$ cat src/rtl/ctrl_pkg.sv
// Shared encodings for the multicycle control unit: FSM states,
// ALU control codes, data-processing cmd values and mux select codes.
package ctrl_pkg;

    typedef enum logic [3:0] {
        FETCH  = 4'd0,
        DECODE = 4'd1,
        MEMADR = 4'd2,
        MEMRD  = 4'd3,
        MEMWB  = 4'd4,
        MEMWR  = 4'd5,
        EXECR  = 4'd6,
        EXECI  = 4'd7,
        ALUWB  = 4'd8,
        BRANCH = 4'd9
    } state_t;

    localparam logic [1:0] ALU_ADD = 2'b00;
    localparam logic [1:0] ALU_SUB = 2'b01;
    localparam logic [1:0] ALU_AND = 2'b10;
    localparam logic [1:0] ALU_ORR = 2'b11;

    localparam logic [3:0] CMD_AND = 4'b0000;
    localparam logic [3:0] CMD_SUB = 4'b0010;
    localparam logic [3:0] CMD_ADD = 4'b0100;
    localparam logic [3:0] CMD_CMP = 4'b1010;
    localparam logic [3:0] CMD_ORR = 4'b1100;

    localparam logic [1:0] OP_DP  = 2'b00;
    localparam logic [1:0] OP_MEM = 2'b01;
    localparam logic [1:0] OP_BR  = 2'b10;
    localparam logic [1:0] OP_NOP = 2'b11;

    localparam logic [1:0] SRCB_REG  = 2'b00;
    localparam logic [1:0] SRCB_IMM  = 2'b01;
    localparam logic [1:0] SRCB_FOUR = 2'b10;

    localparam logic [1:0] RES_ALUOUT = 2'b00;
    localparam logic [1:0] RES_RDATA  = 2'b01;
    localparam logic [1:0] RES_ALU    = 2'b10;

endpackage

$ cat src/rtl/alu_dec.sv
// Combinational ALU decoder: cmd/S -> alu_control, flag_w, no_write.
// Ports: cmd, s, dec_en (decode active), flag_en (flag write allowed).
module alu_dec
    import ctrl_pkg::*;
(
    input  logic [3:0] cmd,
    input  logic       s,
    input  logic       dec_en,
    input  logic       flag_en,
    output logic [1:0] alu_control,
    output logic [1:0] flag_w,
    output logic       no_write
);

    logic known;
    logic arith;

    always_comb begin
        alu_control = ALU_ADD;
        no_write    = 1'b0;
        known       = 1'b0;
        arith       = 1'b0;
        if (dec_en) begin
            unique case (cmd)
                CMD_ADD: begin
                    alu_control = ALU_ADD;
                    known       = 1'b1;
                    arith       = 1'b1;
                end
                CMD_SUB: begin
                    alu_control = ALU_SUB;
                    known       = 1'b1;
                    arith       = 1'b1;
                end
                CMD_AND: begin
                    alu_control = ALU_AND;
                    known       = 1'b1;
                end
                CMD_ORR: begin
                    alu_control = ALU_ORR;
                    known       = 1'b1;
                end
                CMD_CMP: begin
                    alu_control = ALU_SUB;
                    no_write    = 1'b1;
                    known       = 1'b1;
                    arith       = 1'b1;
                end
                default: begin
                    alu_control = ALU_ADD;
                end
            endcase
        end
    end

    // Unrecognised commands never touch the flags, even with S set.
    assign flag_w = (flag_en && s && known) ? {1'b1, arith} : 2'b00;

endmodule

$ cat src/rtl/multicycle_ctrl.sv
// Multicycle FSM controller: sequences fetch/decode/execute/mem/writeback,
// drives mux selects, ALU control, IR/PC enables and raw write requests.
module multicycle_ctrl
    import ctrl_pkg::*;
#(
    parameter logic [3:0] PC_REG = 4'd15
) (
    input  logic       clk,
    input  logic       reset,
    input  logic [1:0] op,
    input  logic [5:0] funct,
    input  logic [3:0] rd,
    input  logic       mem_ready,
    output logic       pcs,
    output logic       reg_w,
    output logic       mem_w,
    output logic [1:0] flag_w,
    output logic       no_write,
    output logic [1:0] alu_control,
    output logic       ir_write,
    output logic       next_pc,
    output logic       adr_src,
    output logic       alu_src_a,
    output logic [1:0] alu_src_b,
    output logic [1:0] result_src,
    output logic [1:0] imm_src,
    output logic [1:0] reg_src,
    output logic [3:0] state
);

    state_t state_q;
    state_t state_d;

    logic       ir_raw;
    logic       npc_raw;
    logic       reg_w_raw;
    logic       mem_w_raw;
    logic       branch;
    logic       dec_en;
    logic       flag_en;
    logic [1:0] flag_raw;
    logic       nw_raw;

    always_ff @(posedge clk) begin
        if (reset) begin
            state_q <= FETCH;
        end else begin
            state_q <= state_d;
        end
    end

    always_comb begin
        state_d    = state_q;
        ir_raw     = 1'b0;
        npc_raw    = 1'b0;
        reg_w_raw  = 1'b0;
        mem_w_raw  = 1'b0;
        branch     = 1'b0;
        dec_en     = 1'b0;
        flag_en    = 1'b0;
        adr_src    = 1'b0;
        alu_src_a  = 1'b0;
        alu_src_b  = SRCB_REG;
        result_src = RES_ALUOUT;
        unique case (state_q)
            FETCH: begin
                alu_src_a  = 1'b1;
                alu_src_b  = SRCB_FOUR;
                result_src = RES_ALU;
                ir_raw     = mem_ready;
                npc_raw    = mem_ready;
                if (mem_ready) begin
                    state_d = DECODE;
                end
            end
            DECODE: begin
                alu_src_a  = 1'b1;
                alu_src_b  = SRCB_FOUR;
                result_src = RES_ALU;
                unique case (op)
                    OP_MEM:  state_d = MEMADR;
                    OP_DP:   state_d = funct[5] ? EXECI : EXECR;
                    OP_BR:   state_d = BRANCH;
                    default: state_d = FETCH;
                endcase
            end
            MEMADR: begin
                alu_src_b = SRCB_IMM;
                state_d   = funct[0] ? MEMRD : MEMWR;
            end
            MEMRD: begin
                adr_src = 1'b1;
                if (mem_ready) begin
                    state_d = MEMWB;
                end
            end
            MEMWB: begin
                result_src = RES_RDATA;
                reg_w_raw  = 1'b1;
                state_d    = FETCH;
            end
            MEMWR: begin
                adr_src   = 1'b1;
                mem_w_raw = 1'b1;
                if (mem_ready) begin
                    state_d = FETCH;
                end
            end
            EXECR: begin
                alu_src_b = SRCB_REG;
                dec_en    = 1'b1;
                flag_en   = 1'b1;
                state_d   = ALUWB;
            end
            EXECI: begin
                alu_src_b = SRCB_IMM;
                dec_en    = 1'b1;
                flag_en   = 1'b1;
                state_d   = ALUWB;
            end
            ALUWB: begin
                result_src = RES_ALUOUT;
                reg_w_raw  = 1'b1;
                dec_en     = 1'b1;
                state_d    = FETCH;
            end
            BRANCH: begin
                alu_src_b  = SRCB_IMM;
                result_src = RES_ALU;
                branch     = 1'b1;
                state_d    = FETCH;
            end
            default: begin
                state_d = FETCH;
            end
        endcase
    end

    alu_dec u_alu_dec (
        .cmd         (funct[4:1]),
        .s           (funct[0]),
        .dec_en      (dec_en),
        .flag_en     (flag_en),
        .alu_control (alu_control),
        .flag_w      (flag_raw),
        .no_write    (nw_raw)
    );

    // Enables are squashed during reset so no partial write escapes.
    assign ir_write = ir_raw & ~reset;
    assign next_pc  = npc_raw & ~reset;
    assign reg_w    = reg_w_raw & ~reset;
    assign mem_w    = mem_w_raw & ~reset;
    assign flag_w   = reset ? 2'b00 : flag_raw;
    assign no_write = nw_raw & ~reset;
    assign pcs      = ((reg_w_raw && rd == PC_REG) || branch) && !reset;

    assign imm_src = op;
    assign reg_src = {op == OP_MEM, op == OP_BR};
    assign state   = state_q;

endmodule

$ cat config.mk
export PLATFORM = sky130hd
export DESIGN_NAME = multicycle_ctrl
export DESIGN_NICKNAME = d
export VERILOG_FILES = /design/src/rtl/ctrl_pkg.sv /design/src/rtl/alu_dec.sv /design/src/rtl/multicycle_ctrl.sv
export SDC_FILE = /design/constraint.sdc
export NUM_CORES = 1
export LEC_CHECK = 0
export CAP_MARGIN = 25
export CORE_UTILIZATION = 30
export DETAILED_ROUTE_END_ITERATION = 10
export GPL_TIMING_DRIVEN = 0
export PLACE_DENSITY_LB_ADDON = 0.05
export SLEW_MARGIN = 5
export SYNTH_ARGS = -nofsm -noshare
export SYNTH_HDL_FRONTEND = slang
export SYNTH_SLANG_ARGS = --single-unit
export TNS_END_PERCENT = 10
$ cat constraint.sdc
create_clock -name clk -period 1.59 [get_ports clk]
set_clock_uncertainty 0.05 [all_clocks]
set_input_delay 0.159 -clock clk [delete_from_list [all_inputs] [get_ports clk]]
set_output_delay 0.159 -clock clk [all_outputs]
set_load 0.05 [all_outputs]
==> impl_metrics.json <==
{
  "dp.cells": 143,
  "grt_pass1_wl_um": 2900,
  "cts.sinks": 4,
  "synth-seq-cells": 4,
  "dieWidth_um": 46.2,
  "synth_area_per_cell_um2": 7.34,
  "synth_top_area_cell": "dfxtp_1",
  "min_path_type": "in -> reg",
  "max_freq_mhz": 507,
  "path_cells": "buf_6 -> or4b_4 -> a21o_4 -> nor4_4 -> buf_6",
  "rsz0062_at_grt": "yes",
  "row_count": 15,
  "crit_path_end_kind": "output pin",
  "irDropWorstVdd_uv": 470,
  "io_pins": 39,
  "drive_above_1_share_pct": 46.5,
  "hold_path_depth": 3,
  "syn_area_um2": 587,
  "holdCritStartpoint": "mem_ready",
  "violations": "negative setup slack",
  "n_antenna_cell": 0,
  "routed_via_density": 5.24,
  "num-nets-final": 143,
  "wl_per_cell_um": 12.9,
  "crit_required_ns": 1.38,
  "crit_path_frequent_cell": "buf_6",
  "finalNonFillerCells": 152,
  "syn_nets": 95,
  "cts_hold_buf": 0,
  "largest_reg_flops": 4,
  "slowest_delay_ns": 0.48,
  "cts-buffers-inserted": 3,
  "synthTopCellsByArea": "dfxtp_1 14%, nor3_1 7.7%, nand2b_1 7.5%, nor2b_1 5.3%, nand3b_1 5.1%",
  "die_y_um": 46.2,
  "crit_path_max_fanout": 6,
  "initial_core_util_pct": 32.9,
  "dieArea_um2": 2140,
  "dp_slack_ns": -0.927,
  "htree_levels": 1,
  "synth_edf_count": 0,
  "root_buffer": "clkbuf_4",
  "remaining_drc_errors": 0,
  "dr.first_iter.drc_count": 17,
  "crit-reg2reg-launch": "state[1]$_SDFFE_PP0P_",
  "yosysMostFrequentCell": "nor3_1",
  "maxCapViolCount": 0,
  "core_um2": 1780,
  "antenna_left": 0,
  "cts_buffer_depth": 2,
  "worstSetupStartpointType": "flop",
  "firstDrtPassIters": 4,
  "cts.reportedPaths.clkPinSlew_ns": 0.04,
  "power_uw": 731,
  "p_leak_uw": 0.000504,
  "p_per_area_nw_per_um2": 603,
  "rr_worst_depth": 5,
  "synth-async-reset-ratio_pct": 0,
  "tightest_slew_ns": 0.511,
  "finalSetupViolations": 10,
  "criticalPathCategory": "reg -> out",
  "area_delta_synth_final_pct": 107,
  "hpwl_um": 1370,
  "cp.arrival_ns": 1.76,
  "place.gp.congestion": 0.800,
  "yosysSeqAreaShare_pct": 13.6,
  "fin_ws_ns": -0.383,
  "status": "finished with violations",
  "first_global_vias": 675,
  "slew_violations": 0,
  "synth_top_cell_area_share_pct": 13.6,
  "netlist-cell-type-count": 36,
  "num_vias": 797,
  "slowest_stage": "or4b_4",
  "ys.flop_type": "dfxtp_1",
  "hold_viol_final": 0,
  "finalCritPeriodShare_pct": 124,
  "ys_warn_count": 0,
  "netlist_top_cells_count": "9 x nor3_1, 7 x nand2b_1, 5 x buf_2, 5 x nor2_1, 5 x nor2b_1",
  "gr-total-overflow": 0,
  "grt_use_total_pct": 18.9,
  "clk-insertion-delay-late_ns": 0.24,
  "grt_max_degree": 11,
  "synth_cells": 80,
  "cp-startpoint": "state[2]$_SDFFE_PP0P_",
  "relSlewSlack_pct": 65.9,
  "numPortBuffers": 38,
  "cts_tree": "yes",
  "finalCriticalPeriod_ns": 1.97,
  "antenna_found_initial": 0,
  "wl_um": 1960
}
==> cell usage in the layout, fill, tap and decap left out, types with 4 or more instances in the layout <==
cell	n
buf_4	16
buf_6	12
clkdlybuf4s50_1	12
nand2b_1	7
nor3_2	5
inv_1	4
nor2b_1	4
nand3b_1	4
nor3_1	4
nor2_1	4
clkbuf_4	4
dlygate4sd2_1	4
dfxtp_4	4
==> worst max-delay path, delay by kind of cell (launching register included) <==
family	cells	cell delay, ns
buffers and inverters	2	0.31
DFF	1	0.33
and+or+nand+nor	2	0.63
AOI/OAI and AO/OA	1	0.24
==> area by class of cell <==
type                            count  area (µm²)
Inverter                            4        15.0
Timing Repair Buffer               43         403
Multi-Input combinational cell     63         554
Buffer                              9        87.6
Fill cell                         160         571
Tap cell                           25        31.3
Sequential cell                     4        95.1
Clock buffer                        4        26.3
==> worst paths after layout <==
check	slack, ns	end
setup / recovery	-0.38	no_write
hold / removal	0.37	state[2]$_SDFFE_PP0P_
setup reg to reg	0.25	state[3]$_SDFFE_PP0P_
hold reg to reg	0.62	state[1]$_SDFFE_PP0P_
==> power by group <==
| part | switching (µW) | leakage (µW) | internal, µW |
|---|---|---|---|
| clock network | 47.6 | 0.0000150 | 94.6 |
| registers | 19.2 | 0.0000356 | 109 |
| logic | 274 | 0.000454 | 186 |
==> through the flow <==
step	util [%]	area [µm²]	hold slack, ns	setup TNS [ns]
after global placement	61.8	1100	0.638	-11.07
final	68.0	1210	0.366	-1.60
after detailed placement	61.8	1100	0.640	-11.27
after floorplan	-	689	0.178	-3.85
after global routing	68.0	1210	0.390	-2.23
after CTS	66.5	1190	0.533	-1.76
==> kinds of logic after synthesis <==
kind of cell           share of synthesized area (%)
AND/OR/NAND/NOR                                 45.4
multiplexers                                    1.71
AO/OA/AOI/OAI                                   22.2
flip-flops                                      13.6
XOR/XNOR                                        4.48
buffers and inverters                           12.6
==> layer usage <==
| layer | routed length, µm | global-route usage (%) | share of wire (%) |
|---|---|---|---|
| met5 | 0 | 0 | 0 |
| met4 | 0 | 1.76 | 0 |
| met3 | 123 | 5.88 | 6.3 |
| met2 | 972 | 31.5 | 50 |
| met1 | 860 | 24.5 | 44 |
==> repair_timing <==
item / 4_1_cts / 5_1_grt
resized for setup: 123 / 11
setup endpoints to repair: 23 / 16
setup buffers: 5 / 0
endpoints found under the hold margin: 0 / 0
pin swaps: 5 / 1
Note: power is estimated with default switching activity, not from simulation.
